--- src/rtl/mem_arbiter_if.sv ---
// Bus bundle between two masters, the arbiter and one 36-bit memory slave.
// The slave modport is the arbiter's view; master is the environment's view.
interface mem_arbiter_if;
    logic [17:0] m0_address;
    logic [17:0] m1_address;
    logic        m0_read;
    logic        m0_write;
    logic        m1_read;
    logic        m1_write;
    logic [35:0] m0_writedata;
    logic [35:0] m1_writedata;
    logic [35:0] m0_readdata;
    logic [35:0] m1_readdata;
    logic        m0_waitrequest;
    logic        m1_waitrequest;
    logic [17:0] s_address;
    logic        s_read;
    logic        s_write;
    logic [35:0] s_writedata;
    logic [35:0] s_readdata;
    logic        s_waitrequest;
    logic        nxm;
    logic        nxm_master;

    modport slave (
        input  m0_address, m1_address,
        input  m0_read, m0_write, m1_read, m1_write,
        input  m0_writedata, m1_writedata,
        output m0_readdata, m1_readdata,
        output m0_waitrequest, m1_waitrequest,
        output s_address, s_read, s_write, s_writedata,
        input  s_readdata, s_waitrequest,
        output nxm, nxm_master
    );

    modport master (
        output m0_address, m1_address,
        output m0_read, m0_write, m1_read, m1_write,
        output m0_writedata, m1_writedata,
        input  m0_readdata, m1_readdata,
        input  m0_waitrequest, m1_waitrequest,
        input  s_address, s_read, s_write, s_writedata,
        output s_readdata, s_waitrequest,
        input  nxm, nxm_master
    );
endinterface

--- src/rtl/mem_arbiter.sv ---
// Two-master round-robin arbiter in front of a 36-bit memory slave,
// with a stall timeout that aborts a hung transaction as non-existent memory.
module mem_arbiter #(
    parameter int TIMEOUT = 255
) (
    input logic       clk,
    input logic       reset,
    mem_arbiter_if.slave bus
);
    typedef enum logic [1:0] {
        IDLE,
        BUSY0,
        BUSY1
    } state_t;

    localparam logic [9:0] LIMIT = 10'(TIMEOUT - 1);

    state_t      state;
    logic        last;
    logic [9:0]  cnt;
    logic        nxm_q;
    logic        nxm_m_q;

    logic        req0;
    logic        req1;
    logic        gnt0;
    logic        gnt1;
    logic        cur_req;
    logic        cur_rd;
    logic        cur_wr;
    logic [17:0] cur_addr;
    logic [35:0] cur_wdata;
    logic        tmo;

    assign req0 = bus.m0_read | bus.m0_write;
    assign req1 = bus.m1_read | bus.m1_write;
    assign gnt0 = (state == BUSY0);
    assign gnt1 = (state == BUSY1);

    // read+write together is a write
    always_comb begin
        cur_req   = 1'b0;
        cur_rd    = 1'b0;
        cur_wr    = 1'b0;
        cur_addr  = '0;
        cur_wdata = '0;
        case (state)
            BUSY0: begin
                cur_req   = req0;
                cur_rd    = bus.m0_read & ~bus.m0_write;
                cur_wr    = bus.m0_write;
                cur_addr  = bus.m0_address;
                cur_wdata = bus.m0_writedata;
            end
            BUSY1: begin
                cur_req   = req1;
                cur_rd    = bus.m1_read & ~bus.m1_write;
                cur_wr    = bus.m1_write;
                cur_addr  = bus.m1_address;
                cur_wdata = bus.m1_writedata;
            end
            default: begin
                cur_req = 1'b0;
            end
        endcase
    end

    assign tmo = (gnt0 | gnt1) & cur_req & bus.s_waitrequest
               & (cnt == LIMIT);

    assign bus.s_address   = cur_addr;
    assign bus.s_read      = cur_rd & ~tmo;
    assign bus.s_write     = cur_wr & ~tmo;
    assign bus.s_writedata = cur_wdata;

    assign bus.m0_waitrequest = gnt0 ? (bus.s_waitrequest & ~tmo) : 1'b1;
    assign bus.m1_waitrequest = gnt1 ? (bus.s_waitrequest & ~tmo) : 1'b1;

    assign bus.m0_readdata = (gnt0 & tmo) ? '0 : bus.s_readdata;
    assign bus.m1_readdata = (gnt1 & tmo) ? '0 : bus.s_readdata;

    assign bus.nxm        = nxm_q;
    assign bus.nxm_master = nxm_m_q;

    always_ff @(posedge clk or negedge reset) begin
        if (!reset) begin
            state   <= IDLE;
            last    <= 1'b1;
            cnt     <= '0;
            nxm_q   <= 1'b0;
            nxm_m_q <= 1'b0;
        end else begin
            nxm_q <= 1'b0;
            case (state)
                IDLE: begin
                    cnt <= '0;
                    if (req0 && (!req1 || last)) begin
                        state <= BUSY0;
                    end else if (req1) begin
                        state <= BUSY1;
                    end
                end
                default: begin
                    if (!cur_req) begin
                        state <= IDLE;
                        cnt   <= '0;
                    end else if (!bus.s_waitrequest || tmo) begin
                        // completion wins over a coincident timeout
                        state <= IDLE;
                        last  <= gnt1;
                        cnt   <= '0;
                        if (bus.s_waitrequest) begin
                            nxm_q   <= 1'b1;
                            nxm_m_q <= gnt1;
                        end
                    end else begin
                        cnt <= cnt + 10'd1;
                    end
                end
            endcase
        end
    end
endmodule

--- src/flat_wrapper.sv ---
// flat-port wrapper written by rule: the top's interface ports become plain ports
module mem_arbiter_flat 
#(
    parameter int TIMEOUT = 255
)
  (clk, reset, bus_m0_address, bus_m1_address, bus_m0_read, bus_m0_write, bus_m1_read, bus_m1_write, bus_m0_writedata, bus_m1_writedata, bus_m0_readdata, bus_m1_readdata, bus_m0_waitrequest, bus_m1_waitrequest, bus_s_address, bus_s_read, bus_s_write, bus_s_writedata, bus_s_readdata, bus_s_waitrequest, bus_nxm, bus_nxm_master);
  mem_arbiter_if bus_i ();
  input logic clk;
  input logic reset;
  input wire logic [$bits(bus_i.m0_address)-1:0] bus_m0_address;
  input wire logic [$bits(bus_i.m1_address)-1:0] bus_m1_address;
  input wire logic [$bits(bus_i.m0_read)-1:0] bus_m0_read;
  input wire logic [$bits(bus_i.m0_write)-1:0] bus_m0_write;
  input wire logic [$bits(bus_i.m1_read)-1:0] bus_m1_read;
  input wire logic [$bits(bus_i.m1_write)-1:0] bus_m1_write;
  input wire logic [$bits(bus_i.m0_writedata)-1:0] bus_m0_writedata;
  input wire logic [$bits(bus_i.m1_writedata)-1:0] bus_m1_writedata;
  output wire logic [$bits(bus_i.m0_readdata)-1:0] bus_m0_readdata;
  output wire logic [$bits(bus_i.m1_readdata)-1:0] bus_m1_readdata;
  output wire logic [$bits(bus_i.m0_waitrequest)-1:0] bus_m0_waitrequest;
  output wire logic [$bits(bus_i.m1_waitrequest)-1:0] bus_m1_waitrequest;
  output wire logic [$bits(bus_i.s_address)-1:0] bus_s_address;
  output wire logic [$bits(bus_i.s_read)-1:0] bus_s_read;
  output wire logic [$bits(bus_i.s_write)-1:0] bus_s_write;
  output wire logic [$bits(bus_i.s_writedata)-1:0] bus_s_writedata;
  input wire logic [$bits(bus_i.s_readdata)-1:0] bus_s_readdata;
  input wire logic [$bits(bus_i.s_waitrequest)-1:0] bus_s_waitrequest;
  output wire logic [$bits(bus_i.nxm)-1:0] bus_nxm;
  output wire logic [$bits(bus_i.nxm_master)-1:0] bus_nxm_master;
  assign bus_i.m0_address = bus_m0_address;
  assign bus_i.m1_address = bus_m1_address;
  assign bus_i.m0_read = bus_m0_read;
  assign bus_i.m0_write = bus_m0_write;
  assign bus_i.m1_read = bus_m1_read;
  assign bus_i.m1_write = bus_m1_write;
  assign bus_i.m0_writedata = bus_m0_writedata;
  assign bus_i.m1_writedata = bus_m1_writedata;
  assign bus_m0_readdata = bus_i.m0_readdata;
  assign bus_m1_readdata = bus_i.m1_readdata;
  assign bus_m0_waitrequest = bus_i.m0_waitrequest;
  assign bus_m1_waitrequest = bus_i.m1_waitrequest;
  assign bus_s_address = bus_i.s_address;
  assign bus_s_read = bus_i.s_read;
  assign bus_s_write = bus_i.s_write;
  assign bus_s_writedata = bus_i.s_writedata;
  assign bus_i.s_readdata = bus_s_readdata;
  assign bus_i.s_waitrequest = bus_s_waitrequest;
  assign bus_nxm = bus_i.nxm;
  assign bus_nxm_master = bus_i.nxm_master;
  mem_arbiter #(.TIMEOUT(TIMEOUT)) u_core (.clk(clk), .reset(reset), .bus(bus_i));
endmodule
--- config.mk ---
export PLATFORM = sky130hd
export DESIGN_NAME = mem_arbiter_flat
export DESIGN_NICKNAME = d
export VERILOG_FILES = /design/src/rtl/mem_arbiter_if.sv /design/src/rtl/mem_arbiter.sv /design/src/flat_wrapper.sv
export SDC_FILE = /design/constraint.sdc
export NUM_CORES = 1
export LEC_CHECK = 0
export CORE_AREA = 8 8 103 105
export DETAILED_ROUTE_END_ITERATION = 7
export DIE_AREA = 0 0 111 113
export GPL_TIMING_DRIVEN = 0
export PLACE_DENSITY = 0.78
export SYNTH_ARGS = -nofsm -noshare
export SYNTH_HDL_FRONTEND = slang
export SYNTH_SLANG_ARGS = --single-unit
--- constraint.sdc ---
create_clock -name clk -period 4.5 [get_ports clk]
set_input_delay 0.675 -clock clk [delete_from_list [all_inputs] [get_ports clk]]
set_output_delay 0.675 -clock clk [all_outputs]
set_load 0.01 [all_outputs]
Word-level counts from Yosys, hierarchy flattened
Index checks and enable logic that the tools add are counted.
- input bits: 151
- logic and storage cells: 58
- register bits: 15
- output and inout bits: 132
- eq/ne operators: 5
- mux-type cells: 21
- bitwise logic cells: 17
- reduce and logical (&&, ||, !) cells: 9
- $add $sub $neg: 1
- operators by type and width (operator ; count):
    36-bit 2-to-1 mux ; 2
    36-bit one-hot mux with 2 select lines ; 1
    18-bit one-hot mux with 2 select lines ; 1
    10-bit 2-to-1 mux ; 3
    10-bit by 1-bit adder with 10-bit output, second input constant ; 1
    1-bit bitwise AND ; 10
    10-bit by 8-bit equality test with 1-bit output, second input constant ; 1
    2-bit 2-to-1 mux ; 5
    1-bit 2-to-1 mux ; 6
    1-bit one-hot mux with 2 select lines ; 3
    1-bit NOT ; 4
    4-bit AND reduction ; 1
    3-bit by 1-bit inequality test with 1-bit output, second input constant ; 1
    3-bit inequality test, second input constant ; 1
    1-bit OR ; 3
    3-bit AND reduction ; 1
    2-bit by 1-bit equality test with 1-bit output, second input constant ; 1
    2-bit equality test, second input constant ; 1
    1-bit zero test ; 2
    2-bit zero test ; 1
    1-bit logical OR ; 2
    2-bit AND reduction ; 1
    1-bit logical AND ; 1

Logic depth before layout (Yosys ltp)
Gate-level depths: netlist of the first run.
- depth in word-level cells: 9
- mapped depth: 8
- depth with buffers taken out: 6

Worst setup path after synthesis of the first run
No wires, ideal clock.
- path kind: register to output
- start: reg u_core.state[0]
- end: out bus_m1_readdata[10]
- data arrival time: 1.789 ns
- stages on the path, launching flop included: 8
- buffers on the path: 1
- path slack: 2.036 ns
- required time: 3.825 ns
- cells stage by stage: dfrtp_1 inv_1 ha_1 o211ai_4 a2111oi_4 nand2_4 buf_6 and2_1
- longest elaborated chain between the ends: 7
- elaborated cells on any way between the ends: 9
- those cells by class: 2 x eq/ne; 2 x mux; 5 x bitwise
- ends and longest elaborated chain (element ; RTL line ; text):
    from (decl) ; mem_arbiter.sv:18 ; state_t state;
    from (signal assigned) ; mem_arbiter.sv:87 ; state <= IDLE;
    from (signal assigned) ; mem_arbiter.sv:98 ; state <= BUSY0;
    from (signal assigned) ; mem_arbiter.sv:100 ; state <= BUSY1;
    2-bit equality test / 2-bit by 1-bit equality test with 1-bit output (equally long branches) ; mem_arbiter.sv:38, mem_arbiter.sv:47, mem_arbiter.sv:37 ;
    1-bit one-hot mux with 2 select lines / 1-bit OR (equally long branches) ; mem_arbiter.sv:47, mem_arbiter.sv:68 ;
    1-bit bitwise AND (2 in a row) ; mem_arbiter.sv:68 ; assign tmo = (gnt0 | gnt1) & cur_req & bus.s_waitrequest
    1-bit bitwise AND ; mem_arbiter.sv:69 ; & (cnt == LIMIT);
    1-bit bitwise AND (*) ; mem_arbiter.sv:80 ; assign bus.m1_readdata = (gnt1 & tmo) ? '0 : bus.s_readdata;
    36-bit 2-to-1 mux (*) ; mem_arbiter.sv:80 ;
    to (decl) ; flat_wrapper.sv:19 ; output wire logic [$bits(bus_i.m1_readdata)-1:0] bus_m1_readdata;
Every way passes the cells marked *; elsewhere a longest branch is shown, timed or not.

Worst setup path in the final report of the first run
- start: in bus_m1_read
- end: out bus_m1_readdata[17]
- longest elaborated chain between the ends: 7
- ends and longest elaborated chain (element ; RTL line ; text):
    from (decl) ; flat_wrapper.sv:14 ; input wire logic [$bits(bus_i.m1_read)-1:0] bus_m1_read;
    1-bit OR ; mem_arbiter.sv:36 ; assign req1 = bus.m1_read | bus.m1_write;
    1-bit one-hot mux with 2 select lines ; mem_arbiter.sv:47 ; case (state)
    1-bit bitwise AND (2 in a row) ; mem_arbiter.sv:68 ;
    1-bit bitwise AND ; mem_arbiter.sv:69 ;
    1-bit bitwise AND ; mem_arbiter.sv:80 ;
    36-bit 2-to-1 mux ; mem_arbiter.sv:80 ;
No other way between the ends.

==> flow_summary.yaml, run 1 <==
hold_path:
  hold_path.class: "register to register"
  whs_endpoint: "u_core.bus.nxm_master$_DFFE_PN0P_"
  worstHoldStart: "u_core.bus.nxm_master$_DFFE_PN0P_"
  whs_path_depth: 1
setup_path:
  crit_required_ns: 3.83
  reg2reg_slack_ns: 2.45
  cp-end-kind: "output pin"
  start_kind: "input pin"
  rr_endpoint: "u_core.bus.nxm_master$_DFFE_PN0P_"
  cp_common_cell: "clkdlybuf4s50_1"
  path_cells: "clkdlybuf4s50_1, o211ai_4, a2111oi_4, nand2_4, buf_6, and2_1, clkdlybuf4s50_1"
  cpMaxStageDelayCell: "clkdlybuf4s50_1"
  rr_worst_depth: 6
  path_buf_inv: 3
  arrival_ns: 2.89
  slowest_delay_ns: 0.57
  crit_path_max_fanout: 10
  r2r_start: "u_core.state[1]$_DFFE_PN0P_"
  worstSetupPathType: "input pin to output pin"
  path_delay_family: "buffers and inverters"
power_and_ir_drop:
  ir_drop_v: 0.000269
  powerDensity_nw_per_um2: 341
  cellLeakagePower_uw: 0.00187
synthesis:
  yosysWarnings: 0
  syn_area_um2: 2260
  synth.top_cell.area_share_pct: 20.0
  ys_types: 39
  synth_xor_area_share_pct: 3.11
  synth_top_family_by_area: "simple AND/OR/NAND/NOR gates"
  syn_inst: 294
  ys_seq_area_share_pct: 16.7
  muxShareOfSynthArea_pct: 0.998
  synth_area_leaders: "and2_1, a22oi_1, dfrtp_1, nor2b_1, ha_1"
  synth_edf_count: 0
  synth-compound-area-share_pct: 23.9
  synth_seq_cells: 15
  synthSimpleGateAreaFrac_pct: 44.6
  syn_avg_cell_area_um2: 7.67
  synth_largest_area_cell: "and2_1"
  synth_ff_type: "dfrtp_1"
  synth_fa_ha_area_share_pct: 3.33
  syn_nets: 451
  async_flop_share_pct: 100
run:
  drv_cap: 0
timing:
  tightest_slew_ns: 0.693
  slew_viol_final: 0
  rsz0062_at_grt: "false"
  relSlewSlack_pct: 53.7
  fmax_mhz: 280
  fin_tns_setup_ns: 0
  layout_min_cycle_time_ns: 3.57
  final-setup-viol-count: 0
  fin_skew_ns: 0.00250
  min_period_over_period_pct: 79.3
  hold_viol_final: 0
  finalHoldWorstSlack_ns: 0.512
global_routing:
  grt_util_all_layers_pct: 20.4
  grt_remaining_overflow: 0
  grt_pass1_vias: 3322
  grt_antenna_before_repair: 0
  grt_pass1_wl_um: 20300
  grt_max_degree: 16
floorplanning:
  initial_core_util_pct: 25.1
  pin_count: 283
  core.rowCount: 35
  core-area_um2: 8980
  die_area_um2: 12500
  die_x_um: 111
  die_h_um: 113
layout:
  drive_above_1_share_pct: 3.79
  area_growth_pct: 133
  antennaDiodeCount: 0
  fill_cells: 794
  final_nets: 738
placement:
  gp_congestion: 0.835
  port_buffers: 282
  dp_hpwl_um: 12200
run_status:
  outcome: "finished clean"
cts:
  post_cts_buffers: 0
  path_clk_slew_ns: 0.07
  htreeDepth: 1
  clock_latency_ns: 0.26
  cts_tree: "done"
  cts_hold_buf: 0
  cts_resized: 0
  cts_made_buffers: 3
  cts.path.max_buffers: 2
  cts_root_buf: "clkbuf_8"
  clock_sinks: 15
drt:
  ant_nets: 0
  first_pass_iters: 4
  drt-total-wl_um: 13900
  routed_via_density: 4.64
  wl_per_cell_um: 20.1
  vias: 3207
  drt-initial-drc-count: 177
  drcViolationCount: 0
metal layers:
layer | up-vias | part of all wire (%) | GRT usage (%)
met5 | - | 0 | 0
met4 | 0 | 2.1 | 4.86
met3 | 17 | 12 | 10.3
met2 | 146 | 51 | 37.0
met1 | 1459 | 35 | 20.2
li1 | 1585 | - | -
Yosys cell counts, drive strengths merged (4+ instances only):
cell and n:
and2 73, a22oi 55, nor2b 54, clkbuf 16, nor2 16, dfrtp 14
buf 10, nand2 8, xnor2 7, ha 6, inv 5, nand3 4
final cells by class:
cell class	instances	area, um2	share of cell area (%)
plain buffers	26	148	2.80
clock buffers	3	41.3	0.784
clock inverters	1	7.51	0.143
inverters	5	18.8	0.356
multi-input cells	248	1710	32.5
flip-flops and latches	15	377	7.15
well taps	111	139	2.64
repair buffers	282	2820	53.6
logic make-up after synthesis:
family / after synthesis
compound gates: 68
buf+inv: 31
xor+xnor: 8
flops: 15
mux: 2
fa+ha+maj: 6
simple gates: 164
sequential cells by signal, summed over array words and instances, names as in the netlist:
| register | count |
|---|---|
| u_core.cnt | 10 |
| u_core.state | 2 |
| u_core.bus.nxm | 1 |
| u_core.bus.nxm_master | 1 |
| u_core.last | 1 |
metrics by stage:
step	std cells	power (uW)	worst slack (ns)	area (um2)	utilization, %
2_1_floorplan	294	926	2.04	2260	-
3_3_place_gp	687	1660	0.932	5220	58.1
3_5_place_dp	687	1680	0.920	5220	58.1
4_1_cts	691	1800	0.917	5270	58.7
5_1_grt	691	1930	0.768	5270	58.7
6_report	691	1800	0.933	5270	58.7
power by group:
| part | internal (uW) | switching, uW |
|---|---|---|
| registers | 151 | 10.5 |
| clock network | 62.4 | 54.6 |
| logic | 802 | 715 |
worst reg2reg max path, stage by stage, from the launching register on:
cell	delay, ns
dfrtp_1	0.37
inv_1	0.08
ha_1	0.36
o211ai_2	0.15
a21oi_1	0.33
and4_1	0.30
mux2_2	0.34
placed cells by master (no fill, tap or decap), types with 6 or more instances in the layout:
cell type        Yosys  routed
clkdlybuf4s50_1      0     282
and2_1              72      72
a22oi_1             55      55
nor2b_1             54      54
clkbuf_1            16      16
nor2_1              16      16
dfrtp_1             14      14
xnor2_1              7       7
nand2_1              6       6
buf_6                6       6
ha_1                 6       6
how the worst max path moves through the flow:
stage | to | startpoint | cells after the start
floorplan | bus_m1_readdata[10] | u_core.state[0]$_DFFE_PN0P_ | 7
global placement | bus_m1_readdata[17] | bus_m1_read | 7
detailed placement | bus_m1_readdata[17] | bus_m1_read | 7
CTS | bus_m1_readdata[17] | bus_m1_read | 7
global route | bus_s_address[16] | u_core.state[0]$_DFFE_PN0P_ | 8
finish | bus_m1_readdata[17] | bus_m1_read | 7
Power figures use the tool's default switching activity.
==> run 2, diff against run 1 <==
--- a/config.mk
+++ b/config.mk
@@ -5,9 +5,10 @@
 export SDC_FILE = /design/constraint.sdc
 export NUM_CORES = 1
 export LEC_CHECK = 0
-export CORE_AREA = 8 8 103 105
+export CORE_ASPECT_RATIO = 0.7
+export CORE_MARGIN = 8
+export CORE_UTILIZATION = 24
 export DETAILED_ROUTE_END_ITERATION = 7
-export DIE_AREA = 0 0 111 113
 export GPL_TIMING_DRIVEN = 0
 export PLACE_DENSITY = 0.78
 export SYNTH_ARGS = -nofsm -noshare
==> constraint.sdc (replaced) <==
create_clock -name clk -period 3 [get_ports clk]
set_input_delay 0.45 -clock clk [delete_from_list [all_inputs] [get_ports clk]]
set_output_delay 0.45 -clock clk [all_outputs]
set_load 0.01 [all_outputs]
==> run 2 against run 1 <==
Effect of this change: first-iteration DRC count shrank 16%; largest power group unchanged; largest cell class unchanged; cell count grew 2.0%; count of clock-buffer cells in the layout grew 1; register-to-register slack lost 1.5 ns.
==> flow_summary.yaml, run 2 (synthesized netlist as in run 1, its figures left out) <==
floorplanning:
  core-area_um2: 9110
  initial_core_util_pct: 24.8
  die_h_um: 97.1
  pin_count: 283
  die_x_um: 132
  die_area_um2: 12800
  core.rowCount: 29
setup_path:
  crit_required_ns: 2.55
  arrival_ns: 2.40
  path_cells: "inv_2, ha_1, buf_4, clkbuf_2, clkbuf_2, nand3b_1, a21oi_1, clkdlybuf4s50_1"
  rr_worst_depth: 7
  path_delay_family: "buffers and inverters"
  cpMaxStageDelayCell: "clkdlybuf4s50_1"
  reg2reg_slack_ns: 0.98
  worstSetupPathType: "register to output pin"
  cp_common_cell: "clkbuf_2"
  cp-end-kind: "output pin"
  crit_cells: 8
  crit_path_max_fanout: 10
  slowest_delay_ns: 0.57
  start_kind: "register"
  path_buf_inv: 5
drt:
  first_pass_iters: 4
  ant_nets: 0
  drt-initial-drc-count: 149
  drt-total-wl_um: 13900
  drcViolationCount: 0
  wl_per_cell_um: 19.7
  vias: 3233
  routed_via_density: 4.59
power_and_ir_drop:
  powerDensity_nw_per_um2: 525
  cellLeakagePower_uw: 0.00212
  power_uw: 2780
  ir_drop_v: 0.000418
timing:
  fmax_mhz: 351
  rsz0062_at_grt: "false"
  slew_viol_final: 0
  setup_ws_ns: 0.155
  finalHoldWorstSlack_ns: 0.514
  final-setup-viol-count: 0
  tightest_slew_ns: 0.688
  hold_viol_final: 0
  min_period_over_period_pct: 94.8
  relSlewSlack_pct: 54.0
  layout_min_cycle_time_ns: 2.85
  fin_skew_ns: 0.00440
cts:
  clock_latency_ns: 0.24
  path_clk_slew_ns: 0.05
  cts_tree: "done"
  clock_sinks: 15
  cts_hold_buf: 0
  cts.path.max_buffers: 2
  htreeDepth: 1
  cts_root_buf: "clkbuf_16"
  cts_made_buffers: 3
layout:
  antennaDiodeCount: 0
  final_common_cell: "clkdlybuf4s50_1"
  fill_cells: 835
  largest_register_ffs: 10
  top_regs: "u_core.cnt: 10 flops, u_core.state: 2 flops"
  final_nets: 739
  most-common-layout-cells: "clkdlybuf4s50_1, and2_1, dlygate4sd2_1"
  top_register: "u_core.cnt"
  finalInstanceArea_um2: 5300
  drive_above_1_share_pct: 6.20
  area_growth_pct: 135
hold_path:
  whs_path_depth: 1
  hold_path.class: "register to register"
placement:
  gp_congestion: 0.881
  dp_hpwl_um: 12100
  dp_slack_ns: -0.163
  port_buffers: 282
  place_area_um2: 5230
global_routing:
  grt_pass1_wl_um: 21100
  grt_util_all_layers_pct: 20.5
  grt_antenna_before_repair: 1
  grt_pass1_vias: 3354
  grt_max_degree: 16
  grt_remaining_overflow: 0
run:
  drv_cap: 0
run_status:
  outcome: "finished clean"
## run 2: cell count changes in the layout (fill, tap and decap cells not counted), moves of 2 or more
cell / delta
clkdlybuf4s50_1: -73
dlygate4sd2_1: +61
dlymetal6s2s_1: +12
clkbuf_2: +9
clkbuf_1: -8
clkbuf_16: +3
clkbuf_8: -3
buf_1: -2
buf_2: +2
ha_1: -2
o21ai_0: -2
o21ai_1: +2
## run 2: metrics by stage
step	std cells	setup TNS, ns	utilization (%)
2_1_floorplan	294	0	-
3_3_place_gp	700	-6.15	57.5
3_5_place_dp	700	-8.49	57.5
4_1_cts	705	0	57.8
5_1_grt	705	0	58.2
6_report	705	0	58.2
## run 2: power by group
| part | switching [uW] | internal, uW | total, uW |
|---|---|---|---|
| combinational | 1070 | 1220 | 2280 |
| sequential | 16.9 | 227 | 244 |
| clock | 77.2 | 180 | 257 |
## run 2: final cells by class
cell class	instances	area (um2)	area share [%]
multi-input cells	248	1730	32.6
well taps	124	155	2.93
plain buffers	26	161	3.04
flip-flops and latches	15	377	7.10
repair buffers	283	2780	52.5
inverters	5	18.8	0.354
clock buffers	4	78.8	1.49
## run 2: timing repair
action	4_1_cts	5_1_grt
setup endpoints to repair	113	56
buffers inserted	1	0
gates resized for setup	70	23
pin swaps	1	0
cloned	0	0
## run 2: routing by layer
| metal | global-route usage, % | up-vias | wire length [um] |
|---|---|---|---|
| li1 | - | 1593 | - |
| met1 | 23.2 | 1481 | 5500 |
| met2 | 37.2 | 135 | 7070 |
| met3 | 5.53 | 22 | 952 |
| met4 | 4.66 | 2 | 325 |
| met5 | 0 | - | 13 |
## run 2: worst reg2reg max path: stages (launching register included)
cell and delay (ns):
dfrtp_1 0.40, inv_2 0.10, ha_1 0.15, buf_4 0.17, o211ai_4 0.11, a21oi_1 0.35, and4_1 0.28, mux2_2 0.34
## run 2: final timing paths
kind | start | end
hold reg to reg | u_core.cnt[0]$_DFF_PN0_ | u_core.cnt[0]$_DFF_PN0_
max in group asynchronous | reset | u_core.cnt[9]$_DFF_PN0_
setup / recovery | u_core.state[0]$_DFFE_PN0P_ | bus_s_read
setup reg to reg | u_core.state[0]$_DFFE_PN0P_ | u_core.bus.nxm_master$_DFFE_PN0P_
hold / removal | u_core.cnt[0]$_DFF_PN0_ | u_core.cnt[0]$_DFF_PN0_
min in group asynchronous | reset | u_core.cnt[7]$_DFF_PN0_
==> RTL edit (config.mk and constraints of run 2) <==
`TIMEOUT` is set to 255 in 2 places; all go to 128.
--- a/src/rtl/mem_arbiter.sv
+++ b/src/rtl/mem_arbiter.sv
@@ -3,3 +3,3 @@
 module mem_arbiter #(
-    parameter int TIMEOUT = 255
+    parameter int TIMEOUT = 128
 ) (
--- a/src/flat_wrapper.sv
+++ b/src/flat_wrapper.sv
@@ -3,3 +3,3 @@
 #(
-    parameter int TIMEOUT = 255
+    parameter int TIMEOUT = 128
 )
Function: same outputs for any inputs over 10 cycles, from zero or initial values and one cycle with reset low; that may be too few to reach the edited logic, so the function may still have changed.
==> RTL edit against run 2 <==
  * Worst hold slack got worse by 0.024 ns
  * Routed wire length decreased by 2.7%
  * Core utilization increased by 0.86 points
  * Cell area decreased by 0.14%
  * Synthesized area decreased by 3.1%
  * Total power increased by 0.99%
  * Sequential cell count unchanged
  * Worst setup slack got worse by 0.050 ns
  * Largest cell class unchanged
  * Highest routed layer is now met4
==> RTL edit: results (changes against run 2) <==
** Finish
- The count of filler cells inserted in the layout came to 822 (was 835).
- The layout net count was 738 (was 739).
- Biggest registers after layout: u_core.cnt (10), u_core.state (2) (unchanged).
- Ratio of cells with drive above 1 in the final layout :: 0.0602 (was 0.0620)
- Largest register FFs :: 10 (unchanged)

** Route
- Number of design-rule violations left by the first detailed-router iteration :: 146 (was 149)
- The routed wirelength normalized by instance count is 19.1 µm (was 19.7 µm).
- The total number of vias was 3220 (was 3233).

** Yosys
- Top cells by area in the synthesized netlist: and2_1 (21%), a22oi_1 (19%), dfrtp_1 (16%) (was and2_1 (20%), a22oi_1 (18%), dfrtp_1 (16%)).
- Net count after synthesis :: 447 (was 451)
- Top post-synthesis cells by count: and2_1 (73), a22oi_1 (55), nor2b_1 (54), clkbuf_1 (17), dfrtp_1 (14) (was and2_1 (72), a22oi_1 (55), nor2b_1 (54), clkbuf_1 (16), nor2_1 (16)).
- The register area share after synthesis was 0.172 (was 0.167).
- Netlist cell types :: 32 (was 39)

** Power
- Internal power :: 1640 µW (was 1620 µW)
- The combinational fraction of design power was 0.822 (was 0.820).
- The worst IR drop on VDD is 375 µV (was 418 µV).
- The leakage power came to 0.00210 µW (was 0.00212 µW).

** Critical path
- The source of the worst register-to-register timing path was u_core.cnt[0] (was u_core.state[0]).
- Worst EP arrival :: 2.45 ns (was 2.40 ns)
- The worst stage delay on the critical path was 0.39 ns (was 0.57 ns).
- The cell with the biggest individual delay on the critical path is dfrtp_1 (was clkdlybuf4s50_1).
- End of the worst register-to-register path :: u_core.cnt[9] (was u_core.bus.nxm_master)
- The family with the most delay on the worst path is buffers and inverters (unchanged).

** Placement
- Half-perimeter wire length after detailed placement :: 11.7 mm (was 12.1 mm)
- The worst setup slack after placement was -0.339 ns (was -0.163 ns).

** Timing
- Worst hold-check slack :: 0.490 ns (was 0.514 ns)
- Clock Skew :: 0.00212 ns (was 0.00440 ns)
- The worst-case headroom to the max-slew limit was 0.550 (was 0.540).

** Clock tree
- # resized after CTS :: 70 (unchanged)

** GRT
- The all-layer global routing usage came to 0.193 (was 0.205).
- Number of global-route vias before repair :: 3398 (was 3354)
- Number of antenna violations at the first check in global routing :: 0 (was 1)
- The first-pass GRT wire length came to 18.9 mm (was 21.1 mm).

** Run status
- Result of the run :: finished clean (unchanged)
RTL edit: cell types whose count changed after synthesis, sizes merged, moves of 2 or more:
cell / delta
nand2: -2
nor2: -3
nor3: +2
or3b: +2
xnor2: -3
xor2: +3
RTL edit: metal layers:
metal,GRT usage,vias up,part of all wire
met5,0,-,0
met4,0.0269,0,0.011
met3,0.0587,10,0.095
met2,0.373,165,0.52
met1,0.208,1456,0.38
li1,-,1589,-
RTL edit: final cells by class:
cell class,count,area [µm²],area share
well taps,124,155,0.0293
clock buffers,4,78.8,0.0149
inverters,4,15.0,0.00284
repair buffers,286,2830,0.534
plain buffers,28,189,0.0357
flip-flops and latches,15,377,0.0711
multi-input cells,244,1660,0.313
RTL edit: logic make-up after synthesis:
family / share of synthesized area
AO/OA/AOI/OAI: 0.223
XOR/XNOR: 0.0320
adder cells (fa/ha/maj): 0.0286
buffers and inverters: 0.0830
flip-flops: 0.172
multiplexers: 0.0103
AND/OR/NAND/NOR: 0.451
